`config.mk`:
```
export PLATFORM = sky130hd
export DESIGN_NAME = power_seq_ctrl
export DESIGN_NICKNAME = d
export VERILOG_FILES = /design/src/rtl/power_seq_ctrl.sv
export SDC_FILE = /design/constraint.sdc
export NUM_CORES = 1
export LEC_CHECK = 0
export ABC_AREA = 1
export BUFFER_PORTS_ARGS = -buffer_cell sky130_fd_sc_hd__buf_4
export CAP_MARGIN = 20
export CORE_UTILIZATION = 50
export CTS_BUF_LIST = sky130_fd_sc_hd__clkbuf_4 sky130_fd_sc_hd__clkbuf_8
export DETAILED_ROUTE_END_ITERATION = 10
export PLACE_DENSITY = 0.71
export SYNTH_ARGS = -nofsm -noshare
export SYNTH_HDL_FRONTEND = slang
export SYNTH_SLANG_ARGS = --single-unit
```
`constraint.sdc`:
```
create_clock -name CLK -period 4 [get_ports CLK]
set_clock_uncertainty 0.05 [all_clocks]
set_input_delay 0.4 -clock CLK [delete_from_list [all_inputs] [get_ports CLK]]
set_output_delay 0.4 -clock CLK [all_outputs]
set_load 0.02 [all_outputs]
```
`src/rtl/power_seq_ctrl.sv`:
```
`default_nettype none
// ============================================================================
// Module      : power_seq_ctrl
// Description : Per-domain power sequencer. Each domain runs its own Moore
//               FSM that walks a rail down (ON -> ISO -> RET -> OFF) and back
//               up (OFF -> PUP -> RREL -> ON). A shared power-up token makes
//               sure that at most one domain is in PUP at a time, which limits
//               inrush current.
// Ports       : CLK      - clock, rising-edge active
//               RST      - asynchronous active-high reset (all domains -> ON)
//               p_flag   - per-domain power-down request (1 = off, 0 = on)
//               pwr_ack  - per-domain power-switch "rail good" acknowledge
//               iso_en   - per-domain isolation enable
//               ret_en   - per-domain retention save enable
//               pse      - per-domain power switch enable (1 = powered)
//               dom_off  - domain is in OFF
//               busy     - domain is in a transitional state
//               err      - sticky power-up acknowledge timeout flag
// Revision    : 1.0 - initial release
// ============================================================================
module power_seq_ctrl #(
  parameter int N_DOM       = 2,
  parameter int STEP_CYC    = 4,
  parameter int ACK_TIMEOUT = 16
) (
  input  logic             CLK,
  input  logic             RST,
  input  logic [N_DOM-1:0] p_flag,
  input  logic [N_DOM-1:0] pwr_ack,
  output logic [N_DOM-1:0] iso_en,
  output logic [N_DOM-1:0] ret_en,
  output logic [N_DOM-1:0] pse,
  output logic [N_DOM-1:0] dom_off,
  output logic [N_DOM-1:0] busy,
  output logic [N_DOM-1:0] err
);

  // Counter spans the larger of the dwell and the ack timeout and saturates.
  localparam int CNT_MAX = (STEP_CYC > ACK_TIMEOUT) ? STEP_CYC : ACK_TIMEOUT;
  localparam int CNT_W   = $clog2(CNT_MAX + 1);

  localparam logic [CNT_W-1:0] C_CNT_ONE  = CNT_W'(1);
  localparam logic [CNT_W-1:0] C_CNT_SAT  = CNT_W'(CNT_MAX);
  localparam logic [CNT_W-1:0] C_STEP_LST = CNT_W'(STEP_CYC - 1);
  localparam logic [CNT_W-1:0] C_ACK_LST  = CNT_W'(ACK_TIMEOUT - 1);

  typedef enum logic [2:0] {
    ST_ON   = 3'd0,
    ST_ISO  = 3'd1,
    ST_RET  = 3'd2,
    ST_OFF  = 3'd3,
    ST_PUP  = 3'd4,
    ST_RREL = 3'd5
  } state_e;

  logic [N_DOM-1:0] pup_active;
  logic [N_DOM-1:0] tok_req;
  logic [N_DOM-1:0] tok_grant;

  // Token: only when nobody is powering up, the lowest requesting index wins
  // (isolate lowest set bit). A domain still in PUP on the edge it leaves
  // holds the token for that edge, so the next domain enters one edge later.
  assign tok_grant = (|pup_active) ? '0 : (tok_req & (~tok_req + N_DOM'(1)));

  for (genvar i = 0; i < N_DOM; i++) begin : g_dom
    state_e           state_q, state_d;
    logic [CNT_W-1:0] cnt_q, cnt_d;
    logic [CNT_W-1:0] cnt_inc;
    logic             ack_seen_q, ack_seen_d;
    logic             err_q, err_d;
    logic [2:0]       out_d; // {iso_en, ret_en, pse}

    assign cnt_inc       = (cnt_q == C_CNT_SAT) ? cnt_q : cnt_q + C_CNT_ONE;
    assign pup_active[i] = (state_q == ST_PUP);
    assign tok_req[i]    = (state_q == ST_OFF) && !p_flag[i];

    always_ff @(posedge CLK or posedge RST) begin
      if (RST) begin
        state_q    <= ST_ON;
        cnt_q      <= '0;
        ack_seen_q <= 1'b0;
        err_q      <= 1'b0;
      end else begin
        state_q    <= state_d;
        cnt_q      <= cnt_d;
        ack_seen_q <= ack_seen_d;
        err_q      <= err_d;
      end
    end

    always_comb begin
      state_d    = state_q;
      cnt_d      = cnt_inc;
      ack_seen_d = ack_seen_q;
      err_d      = err_q;
      unique case (state_q)
        ST_ON: begin
          if (p_flag[i]) state_d = ST_ISO;
        end
        ST_ISO: begin
          if (!p_flag[i])               state_d = ST_ON;
          else if (cnt_q == C_STEP_LST) state_d = ST_RET;
        end
        ST_RET: begin
          if (!p_flag[i])               state_d = ST_RREL;
          else if (cnt_q == C_STEP_LST) state_d = ST_OFF;
        end
        ST_OFF: begin
          if (tok_grant[i]) state_d = ST_PUP;
        end
        ST_PUP: begin
          if (!ack_seen_q) begin
            if (pwr_ack[i]) begin
              // The cycle the ack is first seen is dwell cycle 0.
              ack_seen_d = 1'b1;
              if (STEP_CYC == 1) state_d = ST_RREL;
              else               cnt_d   = C_CNT_ONE;
            end else if (cnt_q == C_ACK_LST) begin
              err_d   = 1'b1;
              state_d = ST_RREL;
            end
          end else if (cnt_q == C_STEP_LST) begin
            state_d = ST_RREL;
          end
        end
        ST_RREL: begin
          if (cnt_q == C_STEP_LST) state_d = ST_ON;
        end
        default: state_d = ST_ON;
      endcase
      // Every state entry starts from a clean counter.
      if (state_d != state_q) begin
        cnt_d      = '0;
        ack_seen_d = 1'b0;
      end
    end

    always_comb begin
      out_d = 3'b001;
      unique case (state_q)
        ST_ON:   out_d = 3'b001;
        ST_ISO:  out_d = 3'b101;
        ST_RET:  out_d = 3'b111;
        ST_OFF:  out_d = 3'b110;
        ST_PUP:  out_d = 3'b111;
        ST_RREL: out_d = 3'b101;
        default: out_d = 3'b001;
      endcase
    end

    assign iso_en[i]  = out_d[2];
    assign ret_en[i]  = out_d[1];
    assign pse[i]     = out_d[0];
    assign dom_off[i] = (state_q == ST_OFF);
    assign busy[i]    = (state_q != ST_ON) && (state_q != ST_OFF);
    assign err[i]     = err_q;
  end

endmodule
`default_nettype wire
```
== Yosys cells after proc, flatten, opt, wreduce, memory -nomap -nowiden ==
Cells that the tools add are included.
Storage, ports and cells
  register bits after elaboration: 20
  bits of input ports: 6
  output and inout bits: 12
  word-level logic and storage cells: 101
Cells by class
  $add $sub $neg: 3
  eq/ne operators: 20
  muxes and demuxes: 45
  bitwise gates (word level): 6
  reductions and logical operators: 19
Operators by type and width (number)
  $mux W3: 22
  $mux W5: 10
  $pmux W3 S6: 2
  $pmux W3 S3: 2
  $eq A3 B2 Y1 const B: 4
  $eq A3 B3 Y1 const B: 4
  $add A5 B1 Y5 const B: 2
  $eq A5 B2 Y1 const B: 2
  $eq A5 B4 Y1 const B: 2
  $eq A5 B5 Y1 const B: 2
  $reduce_or A2 Y1: 5
  $mux W1: 8
  $reduce_and A4 Y1: 2
  $eq A3 B1 Y1 const B: 2
  $logic_not A3 Y1: 2
  $ne A3 B2 Y1 const B: 2
  $ne A3 B3 Y1: 2
  $reduce_bool A3 Y1: 2
  $logic_and A1 B1 Y1: 4
  $not A1 Y1: 4
  $reduce_bool A2 Y1: 2
  $add A2 B1 Y2 const B: 1
  $and A2 B2 Y2: 1
  $logic_not A1 Y1: 2
  2 further kinds: 2

== Logic depth before layout (Yosys ltp) ==
Gate-level depths: netlist of run 1.
  depth after elaboration: 10
  mapped depth: 14

== Least setup slack after synthesis of run 1 ==
OpenSTA, ideal clock, no wires.
  path kind: register to register
  from: reg g_dom[1].cnt_q[0]
  to: reg g_dom[1].cnt_q[0]
  arrival: 1.573 ns
  required time: 3.832 ns
  slack: 2.259 ns
  stages on the path, launching flop included: 15
  path buffers: 0
  clock period less this slack: 1.741 ns
  path through: dfrtp_1 > ha_1 > nand2_1 > nor2_1 > ha_1 > nand2_1 > nor2_1 > nand2_1 > nand3_1 > nor2_1 > nand3_2 > nand2_1 > nand2_2 > nand2_4 > nor2_2
On the way
  word-level cells in the longest chain between the ends: 7
  elaborated cells on any way between the ends: 20
  those cells by class: add/sub (1); eq/ne (4); mux (15)
RTL lines
  start, declared: RTL line 67  | logic [CNT_W-1:0] cnt_q, cnt_d;
  start signal, assigned: RTL line 85  | cnt_q <= cnt_d;
  $eq A5 B4 Y1: RTL line 118  | end else if (cnt_q == C_ACK_LST) begin
  $mux W3: RTL line 118
  $mux W3: RTL line 113  | if (pwr_ack[i]) begin
  $mux W3: RTL line 112  | if (!ack_seen_q) begin
  $pmux W3 S6 *: RTL line 96  | unique case (state_q)
  named net g_dom[1].state_d[0]: RTL line 66  | state_e state_q, state_d;
  $ne A3 B3 Y1 *: RTL line 132  | if (state_d != state_q) begin
  $mux W5 *: RTL line 132
  named net g_dom[1].cnt_d[0]: RTL line 67
Mark *: on every way through the listed nets, which the timed path passes. The rest lies on a longest branch.
A chain may end at the register's enable or synchronous reset.

== Final worst setup path of run 1 ==
  from: reg g_dom[1].cnt_q[0]
  to: reg g_dom[1].cnt_q[4]
The elaborated chain is that of the path after synthesis.

==> out/summary.md, run 1 <==
CTS
- **CTS tree** yes
- **clock latency reported for the late side of the worst-skew pair** 300 ps
- **clock transition at the register clock pins on the worst setup and hold paths after CTS** 120 ps
- **Post-CTS Hold Fix Bufs** 0
- **clock sink count** 20
- **total clock buffers created by CTS** 3
- **clock root buffer master** sky130_fd_sc_hd__clkbuf_4
- **postcts setup bufs** 0
- **Clock Tree Buf Depth** 2
- **total number of H-tree levels** 1
- **number of resized instances in the post-cts repair step** 0

Synthesis
- **number of enable-type register cells in the synthesized netlist** 0
- **top-area cell type share of the netlist area** 35.9%
- **proportion of synthesized flip-flops having asynchronous set or reset** 100%
- **simple-gate share of the synthesized area** 41.2%
- **dominant cell by count in the synthesized netlist** sky130_fd_sc_hd__nand2_1
- **total of warnings raised by yosys** 0
- **multiplexer area fraction after synthesis** 0%
- **synthesized area per cell** 7.41 um2
- **sequential area share after synthesis** 35.9%
- **synthesis-stage register bit count** 20
- **dominant combinational cell family by area after synthesis** simple AND/OR/NAND/NOR gates
- **Area contributors post-synth** sky130_fd_sc_hd__dfrtp_1, sky130_fd_sc_hd__nand2_1, sky130_fd_sc_hd__inv_1, sky130_fd_sc_hd__nand3_1, sky130_fd_sc_hd__nor2_1
- **Synth Area in Adders** 5.39%
- **leading post-synthesis cells by instance count** sky130_fd_sc_hd__nand2_1, sky130_fd_sc_hd__inv_1, sky130_fd_sc_hd__nor2_1, sky130_fd_sc_hd__dfrtp_1, sky130_fd_sc_hd__nand3_1
- **cell taking the most area after synthesis** sky130_fd_sc_hd__dfrtp_1
- **Compound-Gate Fraction of Synth Area** 5.12%
- **xor/xnor share of the synthesized area** 3.14%
- **cell count after synthesis** 188
- **Primary FF master, synth** sky130_fd_sc_hd__dfrtp_1
- **nets in the synthesized netlist** 200
- **count of different cell masters after synthesis** 24
- **post-synthesis cell area** 1390 um2

Timing
- **WHS** 152 ps
- **total setup violations reported at the end of the flow** 0
- **Worst Slack Setup Final** 2070 ps
- **Final Max Slew Viols** 0
- **number of hold-slack violations in the final timing report** 0
- **Final Critical Period** 1930 ps
- **Period Utilization, post-route** 48.4%
- **Setup Total Neg Slack** 0 ps
- **transition time at the pin with the least slew margin** 723 ps
- **achievable clock frequency** 0.517 GHz
- **RSZ-0062 raised after global routing** no
- **Max-Slew Margin vs Limit** 51.7%

Place
- **post-detailed-placement cell area** 1540 um2
- **estimated wirelength of the detail-placed design** 2130 um
- **count of buffers from port buffering** 17
- **Placer Congestion** 0.827
- **Place WS** 2090 ps
- **number of instances in the placed design** 233

Floorplan
- **placeable core region** 2540 um2
- **die area** 3000 um2
- **initial core utilization** 54.7%
- **# IOs** 18
- **# rows** 18
- **width of the die** 54.8 um
- **die extent in y** 54.8 um

Global route
- **aggregate global-route resource usage** 20.8%
- **pin count of the biggest net entering global routing** 21
- **antenna violations before repair** 0
- **first-pass GRT wire length** 4480 um
- **remaining global-route overflow** 0
- **vias in the first global route** 1086

Finish
- **number of nets in the final layout** 220
- **antenna cell count** 0
- **Layout fillers** 229
- **non-filler instance count after layout** 237
- **Area Growth Syn to Fin** 13.4%
- **Finished Cell Area** 1580 um2
- **share of layout cells above drive strength 1** 23.2%

Routing
- **Routed Antenna Nets** 0
- **overall via count from detail_route** 1235
- **total DRC errors in the routed layout** 0
- **Detailed Routing Iterations Pass 1** 4
- **average detailed-routed wire length per instance** 11.4 um
- **DRC marker count from the first detailed-route iteration** 37
- **Final Routed Wirelength** 2710 um
- **mean number of vias per cell** 5.21

Run
- **max-capacitance violation count** 0

Worst setup path
- **Worst Path Required** 4160 ps
- **r2r endpoint** g_dom[1].cnt_q[4]
- **arrival time of data at the critical path endpoint** 2090 ps
- **r2r worst-path depth** 14
- **reg-to-reg startpoint** g_dom[1].cnt_q[0]
- **maximum fanout along the worst path** 6
- **reg2reg setup slack** 2070 ps
- **crit end category** flop
- **startpoint type of the worst setup path** flop
- **WS Path Type** flop to flop

Pwr
- **leakage power** 0.822 nW
- **peak supply drop** 0.000378 V
- **Pwr per Cell Area** 589 nW/um2

Run status
- **status** completed

Min path
- **kind of path behind the tightest hold check** primary input to asynchronous set/reset pin

## worst max-delay path, cell delays in order (launching register included)
cell and delay [ps]:
sky130_fd_sc_hd__dfrtp_1 440, sky130_fd_sc_hd__ha_1 240, sky130_fd_sc_hd__nand2_1 90, sky130_fd_sc_hd__nor2_1 50, sky130_fd_sc_hd__ha_1 170, sky130_fd_sc_hd__nand2_1 70
sky130_fd_sc_hd__nor2_1 40, sky130_fd_sc_hd__nand2_1 80, sky130_fd_sc_hd__nand3_1 70, sky130_fd_sc_hd__nor2_1 160, sky130_fd_sc_hd__nand3_2 90, sky130_fd_sc_hd__nand2_1 80
sky130_fd_sc_hd__nand2_2 60, sky130_fd_sc_hd__nand2_4 120, sky130_fd_sc_hd__nor2_2 50
## report_power, final
group	leakage (nW)	total, W	switching [W]	internal (W)
clock	0.0210	0.000117	0.0000618	0.0000556
sequential	0.259	0.000315	0.0000650	0.000250
combinational	0.542	0.000498	0.000314	0.000184
## worst max-delay path by stage
stage / depth (start not counted) / slack, ps / startpoint / end
CTS: 14 / 2070 / g_dom[1].cnt_q[0] / g_dom[1].cnt_q[4]
global route: 13 / 1840 / g_dom[1].cnt_q[0] / g_dom[1].cnt_q[2]
detailed placement: 14 / 2090 / g_dom[1].cnt_q[0] / g_dom[1].cnt_q[4]
global placement: 14 / 2110 / g_dom[1].cnt_q[0] / g_dom[1].cnt_q[0]
finish: 14 / 2070 / g_dom[1].cnt_q[0] / g_dom[1].cnt_q[4]
floorplan: 14 / 2260 / g_dom[1].cnt_q[0] / g_dom[1].cnt_q[0]
## state kept, by name, summed over array words and instances, names as in the netlist
name / flops
g_dom.err_q: 2
g_dom.state_q: 6
g_dom.ack_seen_q: 2
g_dom.cnt_q: 10
## stage by stage
step | utilization [%] | power (W)
6_report | 62.0 | 0.000931
3_3_place_gp | 60.6 | 0.000795
5_1_grt | 62.0 | 0.00102
3_5_place_dp | 60.6 | 0.000815
4_1_cts | 62.0 | 0.000933
2_1_floorplan | - | 0.000675
## placed cells by master, fill, tap and decap left out
cell | Yosys | routed
sky130_fd_sc_hd__a21oi_1 | 5 | 5
sky130_fd_sc_hd__a31oi_1 | 1 | 1
sky130_fd_sc_hd__and3_1 | 1 | 1
sky130_fd_sc_hd__buf_4 | 2 | 17
sky130_fd_sc_hd__clkbuf_4 | 0 | 3
sky130_fd_sc_hd__clkbuf_8 | 0 | 1
sky130_fd_sc_hd__dfrtp_1 | 20 | 20
sky130_fd_sc_hd__ha_1 | 6 | 6
sky130_fd_sc_hd__inv_1 | 28 | 28
sky130_fd_sc_hd__inv_2 | 2 | 2
sky130_fd_sc_hd__nand2_1 | 36 | 36
sky130_fd_sc_hd__nand2_2 | 6 | 6
sky130_fd_sc_hd__nand2_4 | 4 | 4
sky130_fd_sc_hd__nand3_1 | 19 | 19
sky130_fd_sc_hd__nand3_2 | 2 | 2
sky130_fd_sc_hd__nand3b_1 | 2 | 2
sky130_fd_sc_hd__nand4_1 | 5 | 5
sky130_fd_sc_hd__nor2_1 | 22 | 22
sky130_fd_sc_hd__nor2_2 | 9 | 9
sky130_fd_sc_hd__nor2_4 | 3 | 3
sky130_fd_sc_hd__nor3_1 | 2 | 2
sky130_fd_sc_hd__o211ai_1 | 1 | 1
sky130_fd_sc_hd__o21ai_0 | 5 | 5
sky130_fd_sc_hd__o21bai_1 | 1 | 1
sky130_fd_sc_hd__or2_2 | 1 | 1
sky130_fd_sc_hd__xor2_1 | 5 | 5
## cell families (layout without fill, tap and decap cells)
logic type	Yosys count	after routing
XOR/XNOR	5	5
AO/OA/AOI/OAI	13	13
buffers and inverters	32	51
adder cells (fa/ha/maj)	6	6
AND/OR/NAND/NOR	112	112
flip-flops	20	20
## cell type report
class                           count  area [um2]  area share [%]
Clock buffer                        4        36.3            2.30
Inverter                           30         113            7.13
Multi-Input combinational cell    136         764            48.4
Sequential cell                    20         500            31.7
Tap cell                           30        37.5            2.38
Timing Repair Buffer               17         128            8.08
## metal layers
metal  wire length [um]  up-vias  GRT usage [%]
met5                  0        -              0
met4                 27        0           5.13
met3                143        5           1.67
met2               1270       44           35.3
met1               1260      556           28.3
li1                   -      630              -
Power figures use the tool's default switching activity.
==> run 2, diff against run 1 <==
==> constraint.sdc (replaced) <==
create_clock -name CLK -period 2 [get_ports CLK]
set_clock_uncertainty 0.05 [all_clocks]
set_input_delay 0.2 -clock CLK [delete_from_list [all_inputs] [get_ports CLK]]
set_output_delay 0.2 -clock CLK [all_outputs]
set_load 0.02 [all_outputs]
==> run 2 against run 1 <==
Net effect: setup slack worse by 1900 ps; cell count increased by 1.7%; highest routed layer unchanged; largest cell class unchanged; non-clock buffer count up 4; critical endpoint is now g_dom[1].cnt_q[0]; register-to-register slack worse by 1900 ps; maximum frequency grew 3.3%; wire length up 2.8%.
==> out/summary.md, run 2 (synthesis results as in run 1) <==
Min path
- **kind of path behind the tightest hold check** primary input to flop

Finish
- **Largest Register** g_dom.cnt_q
- **top flop regs** g_dom.cnt_q: 10 flops, g_dom.state_q: 6 flops
- **most frequent standard cell in the layout excluding fill and tap cells** sky130_fd_sc_hd__nand2_1
- **top library cells by usage in the layout, fill and taps aside** sky130_fd_sc_hd__nand2_1, sky130_fd_sc_hd__inv_1, sky130_fd_sc_hd__dfrtp_1, sky130_fd_sc_hd__buf_4, sky130_fd_sc_hd__nor2_1
- **antenna cell count** 0
- **share of layout cells above drive strength 1** 28.9%
- **number of nets in the final layout** 224
- **max reg flops** 10
- **Layout fillers** 223
- **Area Growth Syn to Fin** 18.2%
- **non-filler instance count after layout** 241

CTS
- **total number of H-tree levels** 1
- **clock root buffer master** sky130_fd_sc_hd__clkbuf_4
- **clock sink count** 20
- **CTS tree** yes
- **clock latency reported for the late side of the worst-skew pair** 300 ps
- **clock transition at the register clock pins on the worst setup and hold paths after CTS** 110 ps
- **total clock buffers created by CTS** 3
- **Clock Tree Buf Depth** 2

Pwr
- **clock share of power** 12.4%
- **peak supply drop** 0.000880 V
- **Sw Share** 47.2%
- **share of total power in sequential cells** 33.1%
- **leakage power** 0.844 nW
- **Logic pwr share** 54.5%
- **Pwr per Cell Area** 1160 nW/um2
- **Final Total Pwr** 0.00191 W
- **internal power** 0.00101 W
- **switching power total** 0.000899 W

Floorplan
- **die area** 3000 um2
- **die extent in y** 54.8 um
- **# rows** 18
- **# IOs** 18
- **initial core utilization** 54.7%
- **placeable core region** 2540 um2
- **width of the die** 54.8 um

Routing
- **total DRC errors in the routed layout** 0
- **mean number of vias per cell** 5.16
- **Detailed Routing Iterations Pass 1** 4
- **average detailed-routed wire length per instance** 11.6 um
- **overall via count from detail_route** 1244
- **Routed Antenna Nets** 0
- **DRC marker count from the first detailed-route iteration** 23
- **Final Routed Wirelength** 2780 um

Timing
- **Final Critical Period** 1870 ps
- **achievable clock frequency** 0.534 GHz
- **transition time at the pin with the least slew margin** 743 ps
- **number of hold-slack violations in the final timing report** 0
- **Final Max Slew Viols** 0
- **Worst Slack Setup Final** 127 ps
- **Period Utilization, post-route** 93.7%
- **Max-Slew Margin vs Limit** 50.4%
- **total setup violations reported at the end of the flow** 0

Worst setup path
- **Worst Path Required** 2200 ps
- **startpoint type of the worst setup path** flop
- **arrival time of data at the critical path endpoint** 2070 ps
- **reg2reg setup slack** 130 ps
- **maximum fanout along the worst path** 6
- **crit end category** flop
- **WS Path Type** flop to flop

Global route
- **remaining global-route overflow** 0
- **pin count of the biggest net entering global routing** 21
- **antenna violations before repair** 0
- **vias in the first global route** 1102
- **aggregate global-route resource usage** 20.4%
- **first-pass GRT wire length** 4350 um

Run
- **max-capacitance violation count** 0

Place
- **Placer Congestion** 0.827
- **Place WS** 90.5 ps
- **count of buffers from port buffering** 17
- **estimated wirelength of the detail-placed design** 2130 um
- **number of instances in the placed design** 233

Run status
- **status** completed

run 2: cell type report:
| class | instances | area (um2) | share of cell area (%) |
|---|---|---|---|
| clock buffers | 4 | 36.3 | 2.20 |
| inverters | 30 | 113 | 6.84 |
| flip-flops and latches | 20 | 500 | 30.4 |
| multi-input cells | 136 | 800 | 48.6 |
| well taps | 30 | 37.5 | 2.28 |
| repair buffers | 21 | 160 | 9.73 |
run 2: metrics by stage:
step,util (%),setup TNS [ps],hold WS (ps),area [um2]
finish,64.7,0,133,1650
global route,64.7,-13.7,143,1650
CTS,62.4,0,115,1590
detailed placement,60.6,0,320,1540
global placement,60.6,0,324,1540
floorplan,-,0,114,1390
run 2: worst max-delay path, stage by stage (launching register included):
cell and delay (ps):
sky130_fd_sc_hd__dfrtp_1 430, sky130_fd_sc_hd__ha_2 230, sky130_fd_sc_hd__nand2_2 70, sky130_fd_sc_hd__nor2_2 110, sky130_fd_sc_hd__ha_2 170, sky130_fd_sc_hd__nand2_2 50
sky130_fd_sc_hd__nor2_2 90, sky130_fd_sc_hd__nand2_1 80, sky130_fd_sc_hd__nand3_2 70, sky130_fd_sc_hd__nor2_2 50, sky130_fd_sc_hd__nand3_2 70, sky130_fd_sc_hd__nand2_2 50
sky130_fd_sc_hd__nand2_2 80, sky130_fd_sc_hd__nand2_4 90, sky130_fd_sc_hd__nor2_2 120
run 2: layer usage:
| layer | vias to the layer above | track usage, % | share of wire, % |
|---|---|---|---|
| met4 | 0 | 5.98 | 1.3 |
| met3 | 4 | 1.94 | 4.0 |
| met2 | 34 | 35.5 | 49 |
| met5 | - | 0 | 0 |
| met1 | 563 | 26.5 | 46 |
| li1 | 643 | - | - |
run 2: power by group through the flow:
stage               logic (W)  clock network [W]  registers (W)
floorplan            0.000742                  0       0.000607
detailed placement   0.000994                  0       0.000634
CTS                  0.000998           0.000241       0.000626
finish                0.00104           0.000236       0.000632
global placement     0.000962                  0       0.000629
global route          0.00118           0.000258       0.000648
run 2: what timing repair did:
action                     4_1_cts  5_1_grt
hold endpoints to repair        20        0
hold buffers                     1        0
resized for setup                0       11
setup endpoints to repair        0       12
buffers inserted                 0        3
run 2: worst paths after layout:
| kind | start | end | depth (start not counted) |
|---|---|---|---|
| worst min-delay path | pwr_ack[0] | g_dom[0].err_q | 4 |
| worst max register to register | g_dom[1].cnt_q[0] | g_dom[1].cnt_q[0] | 14 |
| min in group asynchronous | RST | g_dom[1].cnt_q[3] | 3 |
| worst min register to register | g_dom[0].err_q | g_dom[0].err_q | 2 |
| worst max-delay path | g_dom[1].cnt_q[0] | g_dom[1].cnt_q[0] | 14 |
| max in group asynchronous | RST | g_dom[0].cnt_q[4] | 3 |
==> run 3, diff against run 2 <==
==> constraint.sdc (replaced) <==
create_clock -name CLK -period 2.11 [get_ports CLK]
set_clock_uncertainty 0.05 [all_clocks]
set_input_delay 0.211 -clock CLK [delete_from_list [all_inputs] [get_ports CLK]]
set_output_delay 0.211 -clock CLK [all_outputs]
set_load 0.02 [all_outputs]
==> run 3 against run 2 <==
Net effect: non-clock buffer count fell by 2; first-iteration DRC count rose by 78%; clock-buffer cell count did not move; combinational power fell by 8%; clock power fell by 7%; critical path depth did not move; setup slack improved by 78 ps; flip-flop and latch count did not move; die area did not move; power fell by 6.9%; sequential share of layout area rose by 0.90 points; global-route usage rose by 0.35 points.
==> out/summary.md, run 3 (synthesis results as in run 1) <==
Finish
- **core occupancy in the finished layout** 62.8%
- **share of layout cells above drive strength 1** 23.9%
- **max reg flops** 10
- **Finished Cell Area** 1600 um2
- **Largest Register** g_dom.cnt_q
- **top flop regs** g_dom.cnt_q: 10 flops, g_dom.state_q: 6 flops
- **top library cells by usage in the layout, fill and taps aside** sky130_fd_sc_hd__nand2_1, sky130_fd_sc_hd__inv_1, sky130_fd_sc_hd__nor2_1
- **antenna cell count** 0
- **most frequent standard cell in the layout excluding fill and tap cells** sky130_fd_sc_hd__nand2_1
- **number of nets in the final layout** 222
- **Area Growth Syn to Fin** 14.8%

Pwr
- **Final Total Pwr** 0.00177 W
- **Pwr per Cell Area** 1110 nW/um2
- **peak supply drop** 0.000716 V
- **leakage power** 0.832 nW

Floorplan
- **# IOs** 18
- **# rows** 18
- **initial core utilization** 54.7%
- **width of the die** 54.8 um
- **die area** 3000 um2
- **die extent in y** 54.8 um
- **placeable core region** 2540 um2

CTS
- **clock latency reported for the late side of the worst-skew pair** 300 ps
- **CTS tree** yes
- **clock transition at the register clock pins on the worst setup and hold paths after CTS** 110 ps
- **total number of H-tree levels** 1
- **clock sink count** 20
- **Clock Tree Buf Depth** 2
- **total clock buffers created by CTS** 3
- **clock root buffer master** sky130_fd_sc_hd__clkbuf_4

Global route
- **remaining global-route overflow** 0
- **first-pass GRT wire length** 4480 um
- **antenna violations before repair** 0
- **aggregate global-route resource usage** 20.8%
- **vias in the first global route** 1086
- **pin count of the biggest net entering global routing** 21

Place
- **Placer Congestion** 0.827
- **estimated wirelength of the detail-placed design** 2130 um
- **Place WS** 197 ps
- **post-detailed-placement cell area** 1540 um2
- **count of buffers from port buffering** 17

Timing
- **Max-Slew Margin vs Limit** 50.3%
- **achievable clock frequency** 0.525 GHz
- **transition time at the pin with the least slew margin** 744 ps
- **Final Max Slew Viols** 0
- **number of hold-slack violations in the final timing report** 0
- **Final Critical Period** 1900 ps
- **Worst Slack Setup Final** 205 ps
- **total setup violations reported at the end of the flow** 0
- **Setup Total Neg Slack** 0 ps
- **RSZ-0062 raised after global routing** no
- **Period Utilization, post-route** 90.3%

Run status
- **status** completed

Min path
- **kind of path behind the tightest hold check** primary input to flop

Routing
- **Routed Antenna Nets** 0
- **total DRC errors in the routed layout** 0
- **overall via count from detail_route** 1256
- **Final Routed Wirelength** 2700 um
- **DRC marker count from the first detailed-route iteration** 41
- **mean number of vias per cell** 5.26
- **Detailed Routing Iterations Pass 1** 6
- **average detailed-routed wire length per instance** 11.3 um

Worst setup path
- **crit end category** flop
- **Worst Path Required** 2270 ps
- **startpoint type of the worst setup path** flop
- **WS Path Type** flop to flop
- **arrival time of data at the critical path endpoint** 2060 ps
- **maximum fanout along the worst path** 6

Run
- **max-capacitance violation count** 0

==> run 3: cell types whose count changed in the layout (fill, tap and decap cells not counted), moves of 2 or more <==
cell	delta
sky130_fd_sc_hd__ha_1	+3
sky130_fd_sc_hd__ha_2	-3
sky130_fd_sc_hd__nand2_1	+3
sky130_fd_sc_hd__nand2_2	-3
sky130_fd_sc_hd__buf_4	-2
sky130_fd_sc_hd__nor2_1	+2
sky130_fd_sc_hd__nor2_2	-2
==> run 3: routing by layer <==
metal	vias up	GRT usage (%)	part of all wire, %
met5	-	0	0
met4	0	5.13	1.0
met3	4	1.67	4.5
met2	49	35.3	47
met1	568	28.3	47
li1	635	-	-
==> run 3: repair_timing <==
action / CTS / global route
setup buffers: 0 / 1
endpoints found under the setup margin: 0 / 6
resized for setup: 0 / 1
hold buffers: 1 / 0
endpoints found under the hold margin: 11 / 0
==> run 3: through the flow <==
stage | hold slack, ps | instances
detailed placement | 335 | 233
CTS | 131 | 238
floorplan | 125 | 188
finish | 137 | 239
global placement | 335 | 233
global route | 163 | 239
==> run 3: critical path, stage by stage, from the launching register on <==
cell and delay (ps):
sky130_fd_sc_hd__dfrtp_1 430, sky130_fd_sc_hd__ha_1 240, sky130_fd_sc_hd__nand2_1 90, sky130_fd_sc_hd__nor2_1 50
sky130_fd_sc_hd__ha_1 170, sky130_fd_sc_hd__nand2_1 70, sky130_fd_sc_hd__nor2_1 40, sky130_fd_sc_hd__nand2_1 80
sky130_fd_sc_hd__nand3_1 90, sky130_fd_sc_hd__nor2_2 120, sky130_fd_sc_hd__nand3_2 80, sky130_fd_sc_hd__nand2_1 70
sky130_fd_sc_hd__nand2_2 60, sky130_fd_sc_hd__nand2_4 120, sky130_fd_sc_hd__nor2_2 50
==> run 3: final cells by class <==
type / instances / area [um2]
sequential: 20 / 500
tap: 30 / 37.5
clock buffer: 4 / 36.3
inverter: 30 / 113
multi-input combinational: 136 / 767
fill: 225 / 946
timing repair buffer: 19 / 145
==> run 3: worst paths after layout <==
check                                  start                   to  slack (ps)  depth (start not counted)
max in group asynchronous                RST  g_dom[0].state_q[1]        1010                          3
min in group asynchronous                RST    g_dom[1].cnt_q[3]         530                          3
min                               pwr_ack[1]       g_dom[1].err_q         140                          4
max                        g_dom[1].cnt_q[0]    g_dom[1].cnt_q[4]         210                         14
max reg2reg                g_dom[1].cnt_q[0]    g_dom[1].cnt_q[4]         210                         14
min reg2reg                   g_dom[0].err_q       g_dom[0].err_q         430                          2
==> run 3: where the power goes <==
part,leakage [nW],switching (W),internal [W]
clock,0.0210,0.000114,0.000105
combinational,0.552,0.000599,0.000359
sequential,0.259,0.000122,0.000475
